**src/rtl/codec_burst_scheduler.sv**
```systemverilog
// codec_burst_scheduler
//   Shares one CODEC between an encode client and a decode client. Whole
//   bursts are granted round-robin. The block drives the CODEC mode pin and
//   clear, the DATA/CODE bus enables (with a turnaround gap on a mode change),
//   counts the words in each burst, and flags each CODEC output as valid LAT
//   cycles after its input word was accepted.
// Ports
//   CLK, RESET_            clock, asynchronous active-low reset
//   enc_req/enc_len        encode client request and burst length
//   enc_gnt/enc_done       encode ownership, one-cycle completion pulse
//   dec_req/dec_len        decode client request and burst length
//   dec_gnt/dec_done       decode ownership, one-cycle completion pulse
//   in_valid/in_ready      input word handshake for the granted client
//   out_valid              CODEC output valid for the granted client
//   codec_encode_n         CODEC mode, 0 = encode, 1 = decode
//   codec_rst_n            CODEC clear, active low
//   data_oe/code_oe        client drives DATA / CODE bus
//   busy                   scheduler is not idle
module codec_burst_scheduler #(
  parameter int LENW   = 16,
  parameter int SETTLE = 2,
  parameter int LAT    = 1
) (
  input  logic            CLK,
  input  logic            RESET_,
  input  logic            enc_req,
  input  logic [LENW-1:0] enc_len,
  output logic            enc_gnt,
  output logic            enc_done,
  input  logic            dec_req,
  input  logic [LENW-1:0] dec_len,
  output logic            dec_gnt,
  output logic            dec_done,
  input  logic            in_valid,
  output logic            in_ready,
  output logic            out_valid,
  output logic            codec_encode_n,
  output logic            codec_rst_n,
  output logic            data_oe,
  output logic            code_oe,
  output logic            busy
);

  typedef enum logic [2:0] {IDLE, SWITCH, CLEAR, STREAM, DRAIN, DONE} state_t;

  // One down-counter serves both the turnaround gap and the drain window.
  localparam int TMAX = (SETTLE > LAT) ? SETTLE : LAT;
  localparam int TW   = (TMAX < 2) ? 1 : $clog2(TMAX);

  state_t          state;
  logic            cur_dec;   // burst in progress is a decode burst
  logic            last_dec;  // decode was served last (round-robin)
  logic [LENW-1:0] blen;
  logic [LENW-1:0] cnt;
  logic [TW-1:0]   tcnt;
  logic [LAT:1]    vld_pipe;

  logic            accept;
  logic            pick_dec;
  logic [LENW-1:0] pick_len;

  assign accept    = in_valid && in_ready;
  // On a tie the client not served last wins.
  assign pick_dec  = dec_req && (!enc_req || !last_dec);
  assign pick_len  = pick_dec ? dec_len : enc_len;
  assign out_valid = vld_pipe[LAT];

  always_ff @(posedge CLK or negedge RESET_) begin
    if (!RESET_) begin
      state          <= IDLE;
      cur_dec        <= 1'b0;
      last_dec       <= 1'b1;
      blen           <= '0;
      cnt            <= '0;
      tcnt           <= '0;
      vld_pipe       <= '0;
      enc_gnt        <= 1'b0;
      dec_gnt        <= 1'b0;
      enc_done       <= 1'b0;
      dec_done       <= 1'b0;
      in_ready       <= 1'b0;
      codec_encode_n <= 1'b0;
      codec_rst_n    <= 1'b0;
      data_oe        <= 1'b0;
      code_oe        <= 1'b0;
      busy           <= 1'b0;
    end else begin
      enc_done    <= 1'b0;
      dec_done    <= 1'b0;
      codec_rst_n <= 1'b1;
      vld_pipe[1] <= accept;
      for (int i = 2; i <= LAT; i++) vld_pipe[i] <= vld_pipe[i-1];

      case (state)
        IDLE: begin
          if (enc_req || dec_req) begin
            cur_dec <= pick_dec;
            blen    <= pick_len;
            cnt     <= '0;
            enc_gnt <= !pick_dec;
            dec_gnt <= pick_dec;
            busy    <= 1'b1;
            if (pick_len == '0) begin
              // Empty burst: one cycle in DRAIN so done lands one cycle after gnt.
              state <= DRAIN;
              tcnt  <= '0;
            end else if (pick_dec != codec_encode_n) begin
              codec_encode_n <= pick_dec;
              if (SETTLE == 0) begin
                state       <= CLEAR;
                codec_rst_n <= 1'b0;
              end else begin
                state <= SWITCH;
                tcnt  <= TW'(SETTLE - 1);
              end
            end else begin
              state       <= CLEAR;
              codec_rst_n <= 1'b0;
            end
          end
        end
        SWITCH: begin
          if (tcnt == '0) begin
            state       <= CLEAR;
            codec_rst_n <= 1'b0;
          end else begin
            tcnt <= tcnt - TW'(1);
          end
        end
        CLEAR: begin
          state    <= STREAM;
          in_ready <= 1'b1;
          data_oe  <= !cur_dec;
          code_oe  <= cur_dec;
        end
        STREAM: begin
          if (accept) begin
            cnt <= cnt + LENW'(1);
            if (cnt + LENW'(1) == blen) begin
              in_ready <= 1'b0;
              data_oe  <= 1'b0;
              code_oe  <= 1'b0;
              state    <= DRAIN;
              tcnt     <= TW'(LAT - 1);
            end
          end
        end
        DRAIN: begin
          if (tcnt == '0) begin
            state    <= DONE;
            enc_done <= !cur_dec;
            dec_done <= cur_dec;
          end else begin
            tcnt <= tcnt - TW'(1);
          end
        end
        DONE: begin
          state    <= IDLE;
          enc_gnt  <= 1'b0;
          dec_gnt  <= 1'b0;
          busy     <= 1'b0;
          last_dec <= cur_dec;
        end
        default: state <= IDLE;
      endcase
    end
  end

endmodule

```
**config.mk**
```make
export PLATFORM = sky130hd
export DESIGN_NAME = codec_burst_scheduler
export DESIGN_NICKNAME = d
export VERILOG_FILES = /design/src/rtl/codec_burst_scheduler.sv
export SDC_FILE = /design/constraint.sdc
export NUM_CORES = 1
export LEC_CHECK = 0
export CAP_MARGIN = 20
export CORE_MARGIN = 3
export CORE_UTILIZATION = 40
export CTS_BUF_LIST = sky130_fd_sc_hd__clkbuf_2
export CTS_CLUSTER_DIAMETER = 100
export CTS_CLUSTER_SIZE = 40
export DETAILED_ROUTE_END_ITERATION = 10
export HOLD_SLACK_MARGIN = 0.15
export PLACE_DENSITY = 0.65
export SETUP_SLACK_MARGIN = 0.1
export SLEW_MARGIN = 40
export SYNTH_ARGS = -nofsm -noshare
export SYNTH_HDL_FRONTEND = slang
export SYNTH_SLANG_ARGS = --single-unit
```
**constraint.sdc**
```tcl
create_clock -name CLK -period 4.5 [get_ports CLK]
set_input_delay 0.9 -clock CLK [delete_from_list [all_inputs] [get_ports CLK]]
set_output_delay 0.9 -clock CLK [all_outputs]
set_load 0.02 [all_outputs]
```
; ---- Yosys cells after proc, flatten, opt, wreduce, memory -nomap -nowiden
; Index checks and enable logic that the tools add are counted.
[word_totals]
ff_bits = 49
out_inout_bits = 11
word_cells = 92
in_bits = 37
[classes]
eq_ne = 13
n_bitwise = 1
reduce_logical = 22
mux = 37
addsub = 2
[ops]
columns = cell, count
row1 = 16-bit two-way mux, 3
row2 = 16-bit one-hot mux with 2 select lines, 1
row3 = 3-bit two-way mux, 6
row4 = 1-bit two-way mux, 17
row5 = 16-bit by 1-bit adder with 16-bit output (second input constant), 1
row6 = 16-bit == test, 1
row7 = 16-bit zero test, 1
row8 = 3-bit one-hot mux with 5 select lines, 1
row9 = 1-bit one-hot mux with 2 select lines, 7
row10 = 2-bit inequality test (second input constant), 5
row11 = 5-bit AND reduction, 2
row12 = 3-bit by 2-bit == test with 1-bit output (second input constant), 2
row13 = 3-bit == test (second input constant), 2
row14 = 3-bit AND reduction, 2
row15 = 2-bit nonzero test, 3
row16 = 1-bit zero test, 4
row17 = 2-bit AND reduction, 2
row18 = 4-bit AND reduction, 1
row19 = 3-bit by 1-bit == test with 1-bit output (second input constant), 1
row20 = 3-bit zero test, 1
row21 = 3-bit inequality test (second input constant), 1
row22 = 1-bit one-hot mux with 3 select lines, 1
row23 = 3-bit nonzero test, 1
row24 = 1-bit logical AND, 2
row25 = 6 further kinds, 7

; ---- Longest topological paths before layout
[depth]
word_depth = 8
depth_mapped = 8
mapped_depth_nobuf = 7

; ---- Worst setup path after synthesis
; Ideal clock, no wire load.
[synth_timing]
path_type = register to register
start = register cnt[0]
end = register code_oe
path_slack_ps = 2167
arrival_time_ps = 2204
setup_ps = 129
path_buffers = 1
stages_incl_launch_ff = 9
required_time_ps = 4371
synth_period_minus_slack_ps = 2333
path_cell_list = dfrtp_1 > ha_1 > nand3_1 > or4_1 > buf_2 > a2111oi_4 > nand4_1 > nor4b_2 > o21ai_1
[synth_via]
elab_chain_cells = 4
[synth_lines]
columns = element, line_no
row1 = start: declaration, 54  ; logic [LENW-1:0] cnt;
row2 = start signal: assignment, 138  ; cnt <= cnt + LENW'(1);
row3 = 16-bit by 1-bit adder with 16-bit output, 139  ; if (cnt + LENW'(1) == blen) begin
row4 = 16-bit == test, 139
row5 = 2-bit inequality test (no line), --
row6 = 3-bit AND reduction (no line), --
row7 = end signal: assignment, 134  ; code_oe <= cur_dec;
row8 = end: declaration, 40  ; output logic code_oe,
; Every way passes these cells.
; A chain may end at the register's enable or synchronous reset.

; ---- Worst setup path in the final report
[layout_timing]
start = register cnt[0]
end = register data_oe
[layout_via]
elab_chain_cells = 4
[layout_lines]
columns = element, line_no
row1 = 16-bit by 1-bit adder with 16-bit output, 139
row2 = 16-bit == test, 139
row3 = 2-bit inequality test (no line), --
row4 = 3-bit AND reduction (no line), --
row5 = end signal: assignment, 133  ; data_oe <= !cur_dec;
row6 = end: declaration, 39  ; output logic data_oe,
; Every way passes these cells.

==> results.rst <==
.. list-table::
   :header-rows: 1

   * - Metric
     - Value
   * - Outcome
     - complete, no violations
   * - Number of buffers created by CTS
     - 5
   * - Count of endpoints failing hold in the final timing report
     - 0
   * - Max Clock Freq
     - 350.0 MHz
   * - 1st-pass router iterations
     - 5
   * - Kind of end point of the critical path
     - flop
   * - Launch instance of the worst register-to-register path
     - cnt[0]
   * - Combinational family with the most area after synthesis
     - simple AND/OR/NAND/NOR gates
   * - Die Footprint
     - 8870 um2
   * - Final Cycle Share
     - 0.6349
   * - Buffer type at the clock tree root
     - sky130_fd_sc_hd__clkbuf_2
   * - Largest stage delay on the critical path
     - 0.61 ns
   * - Post-synth cell types
     - 53
   * - End point of the worst hold path
     - enc_done
   * - H-tree lvl count
     - 2
   * - Initial core utilization
     - 0.4199
   * - Antenna diode instance count
     - 0
   * - Die Ht
     - 94.18 um
   * - Fraction of the mapped netlist area in adder cells
     - 0.004023
   * - Slew Viols, Final
     - 0
   * - RSZ-0062 raised after global routing
     - no
   * - Depth of the most critical reg-to-reg path
     - 7
   * - Number of stages on the worst hold path
     - 1
   * - Count of synthesis-stage warnings from yosys
     - 0
   * - Sequential element share of the synthesized area
     - 0.3946
   * - Worst path top cell family by delay
     - simple AND/OR/NAND/NOR gates
   * - Final worst path period need
     - 2.857 ns
   * - Post-synthesis compound-gate area fraction
     - 0.2043
   * - Critical path buffers and inverters
     - 0
   * - Post-synthesis cell count
     - 362
   * - Flip-flop and latch count after synthesis
     - 49
   * - Core outline area
     - approximately 7400 um2
   * - Share of total power in the clock network
     - 0.247
   * - Violation count after the first detailed-routing iteration
     - about 200
   * - CTS Buffer Depth
     - 2
   * - Die W
     - 94.18 um
   * - Worst path slowest cell
     - sky130_fd_sc_hd__or4_1
   * - Fill cells
     - 725
   * - Combinational Power Share
     - 0.238
   * - Global-route wire length before repair
     - 13.56 mm
   * - Number of antenna violations at the first check in global routing
     - 0
   * - Hold Startpoint
     - cur_dec
   * - Total number of clock tree sinks
     - 49
   * - Synthesized netlist net count
     - 400
   * - Fraction of layout cells with a size suffix above 1
     - 0.06361
   * - Multi-input combinational cell area
     - 1763 um2
   * - Slew of the pin with the lowest slew margin
     - 0.7125 ns
   * - Congestion Overflow GR
     - 0
   * - Leakage power of the design
     - approximately 1.4 nW
   * - Routed WL
     - 7.870 mm
   * - Critical path startpoint category
     - flop
   * - Yosys top cell area share
     - 0.3862
   * - Mean instance size in the synthesized netlist
     - approximately 8.6 um2
   * - Worst R2R End
     - data_oe
   * - Number of synthesized flops with an enable pin
     - 0
   * - Maximum number of pins on one net before global-route repair
     - 50
   * - Maximum fanout along the worst path
     - 8
   * - Antenna-violating nets left
     - 0
   * - Worst path cell trace
     - ha_1 -> nand3_1 -> or4_1 -> a2111oi_4 -> nand4_1 -> nor4b_2 -> o21ai_1
   * - Part of the total power dissipated in sequential elements
     - 0.515
   * - Fin Clk Skew
     - slightly above 0.06 ns
   * - Worst path required time
     - 4.81 ns
   * - Summed negative setup slack over all endpoints
     - 0 ns
   * - Maximum vdd ir drop
     - 0.1238 mV
   * - Area delta synth->final
     - 18.91%
   * - Reported net switching power
     - ~330 uW
   * - Routability-driven placement congestion ratio
     - 0.9104
   * - Post-synthesis instance area
     - 3110 um2
   * - CTS-repair resized insts
     - 0
   * - Number of DRC violations after detailed routing
     - 0
   * - Number of vias in the routed layout
     - ~2800
   * - Layout net count
     - 430
   * - Number of vias per cell
     - 5.720
   * - HPWL after detailed placement
     - around 5.8 mm
   * - Worst hold path class
     - flop to flop
   * - Placement row count
     - 31
   * - Basic-gate share of the synthesized area counting and, or, nand and nor cells
     - 0.2381
   * - Post-layout utilization of the core
     - 0.4992
   * - Number of global-route vias before repair
     - around 2700
   * - Top-Level Pins
     - 48
   * - Mux contribution to synthesized area
     - 0.06114
   * - Overall Power
     - 1.027 mW
   * - Power per cell area
     - between 200 and 300 nW/um2
   * - Setup Viol. Count Final
     - 0
   * - Number of setup buffers added after CTS
     - 0
   * - TritonCTS clock tree
     - built
   * - Setup slack after layout
     - 1.643 ns
   * - Main area contributors after synthesis
     - sky130_fd_sc_hd__dfrtp_1 39%, sky130_fd_sc_hd__mux2i_1 6.1%, sky130_fd_sc_hd__o21ai_0 5.5%, sky130_fd_sc_hd__a21oi_1 5.3%, sky130_fd_sc_hd__nor2_1 4.3%
   * - Slew headroom
     - 0.5237
   * - Fraction of registers with async set or reset after synthesis
     - 1.000
   * - Instance count on the critical path
     - 7
   * - Switching fraction of total power
     - 0.3238
   * - Fraction of synthesized cell area in xor and xnor cells
     - 0.05632
   * - P_int
     - 694.5 uW
   * - Worst setup slack for register-to-register paths
     - 1.64 ns
   * - Register clock-pin slew on the reported worst setup and hold paths
     - 0.32 ns
   * - Critical path class
     - flop to flop
   * - Post-placement worst setup slack
     - roughly 1.5 ns
   * - Cell accounting for the most synthesized area
     - sky130_fd_sc_hd__dfrtp_1
   * - Maximum capacitance violations
     - 0
   * - PortBufs
     - 47
   * - Insertion delay of the later-clocked pin in the worst-skew pair
     - 0.45 ns
   * - Storage cell area
     - 1227 um2
   * - Hold buffers post-CTS
     - 0
   * - Commonest register cell after synthesis
     - sky130_fd_sc_hd__dfrtp_1
   * - Overall Global Routing Usage
     - 0.1896
   * - Average wire per standard cell
     - 16.00 um
   * - Arrival time reported for the critical path endpoint
     - 3.16 ns
[registers in the layout, summed over array words and instances, names as in the netlist]
name,cells
cnt,16
dec_done,1
cur_dec,1
dec_gnt,1
busy,1
blen,16
state,3
last_dec,1
enc_gnt,1
codec_encode_n,1
code_oe,1
out_valid,1
data_oe,1
tcnt,1
enc_done,1
in_ready,1
codec_rst_n,1
[synth_stat cells (2+ instances only)]
| cell | count |
|---|---|
| sky130_fd_sc_hd__buf_2 | 7 |
| sky130_fd_sc_hd__o21ai_0 | 34 |
| sky130_fd_sc_hd__nor4_1 | 16 |
| sky130_fd_sc_hd__o41ai_1 | 2 |
| sky130_fd_sc_hd__or2_2 | 2 |
| sky130_fd_sc_hd__a22oi_1 | 3 |
| sky130_fd_sc_hd__inv_1 | 3 |
| sky130_fd_sc_hd__a21oi_1 | 33 |
| sky130_fd_sc_hd__and2_1 | 6 |
| sky130_fd_sc_hd__nand3_1 | 11 |
| sky130_fd_sc_hd__nand2_1 | 17 |
| sky130_fd_sc_hd__nor3_1 | 9 |
| sky130_fd_sc_hd__dfrtp_1 | 48 |
| sky130_fd_sc_hd__mux2i_1 | 19 |
| sky130_fd_sc_hd__xnor2_1 | 13 |
| sky130_fd_sc_hd__clkbuf_1 | 20 |
| sky130_fd_sc_hd__xor2_1 | 7 |
| sky130_fd_sc_hd__nand4_1 | 10 |
| sky130_fd_sc_hd__nand2b_1 | 2 |
| sky130_fd_sc_hd__and4_1 | 2 |
| sky130_fd_sc_hd__nor2b_1 | 8 |
| sky130_fd_sc_hd__and3_1 | 4 |
| sky130_fd_sc_hd__nand3b_1 | 3 |
| sky130_fd_sc_hd__or4_1 | 2 |
| sky130_fd_sc_hd__nor3b_1 | 2 |
| sky130_fd_sc_hd__a211oi_1 | 2 |
| sky130_fd_sc_hd__o31ai_1 | 10 |
| sky130_fd_sc_hd__o2111ai_1 | 2 |
| sky130_fd_sc_hd__a31oi_1 | 3 |
| sky130_fd_sc_hd__o21ai_1 | 2 |
| sky130_fd_sc_hd__o211ai_1 | 3 |
| sky130_fd_sc_hd__nor2_1 | 36 |
[logic make-up after synthesis]
family / Yosys count
muxes: 19
buffers and inverters: 32
AOI/OAI and AO/OA: 104
xor gates and xnor gates: 20
and+or+nand+nor: 137
DFF: 49
adders and majority gates: 1
[worst max-delay path by stage]
stage,startpoint,to,slack (ns)
floorplan,cnt[0],code_oe,2.17
global placement,dec_req,state[0],1.52
detailed placement,dec_req,state[0],1.51
CTS,cnt[0],data_oe,1.64
global route,cnt[0],data_oe,1.43
finish,cnt[0],data_oe,1.64
[cell usage in the layout, fill, tap and decap left out, drive strengths merged, types with 9 or more instances in the layout]
cell type,n
dfrtp,48
clkdlybuf4s50,46
nor2,36
o21ai,36
a21oi,33
mux2i,19
nand2,17
nor4,17
xnor2,13
nand3,11
nand4,11
o31ai,10
nor3,9
[power groups by stage]
| stage | sequential [mW] | combinational [mW] | clock (mW) |
|---|---|---|---|
| after floorplan | 0.520 | 0.162 | 0 |
| after global placement | 0.535 | 0.241 | 0 |
| after detailed placement | 0.537 | 0.244 | 0 |
| after CTS | 0.530 | 0.245 | 0.260 |
| after global routing | 0.538 | 0.272 | 0.279 |
| final | 0.529 | 0.244 | 0.254 |
[layer usage]
metal	global-route usage	vias to the layer above	share of wire
met5	0	-	0
met4	0.05776	0	0.018
met3	0.02644	10	0.049
met2	0.2790	102	0.44
met1	0.2858	1308	0.49
li1	-	1394	-
[cell type report]
cell class,count,share of cell area
clock buffer,5,0.006766
clock inverter,3,0.01319
inverter,4,0.004060
multi-input combinational,281,0.4767
sequential,49,0.3319
tap,99,0.03349
timing repair buffer,51,0.1340
[through the flow]
step	area, um2	std cells	hold slack (ns)
after detailed placement	3625	484	0.4665
after global routing	3699	492	0.5028
final	3699	492	0.4891
after floorplan	3110	362	0.4327
after CTS	3699	492	0.4951
after global placement	3625	484	0.4594
No activity file was read; power rests on OpenSTA's default activity.
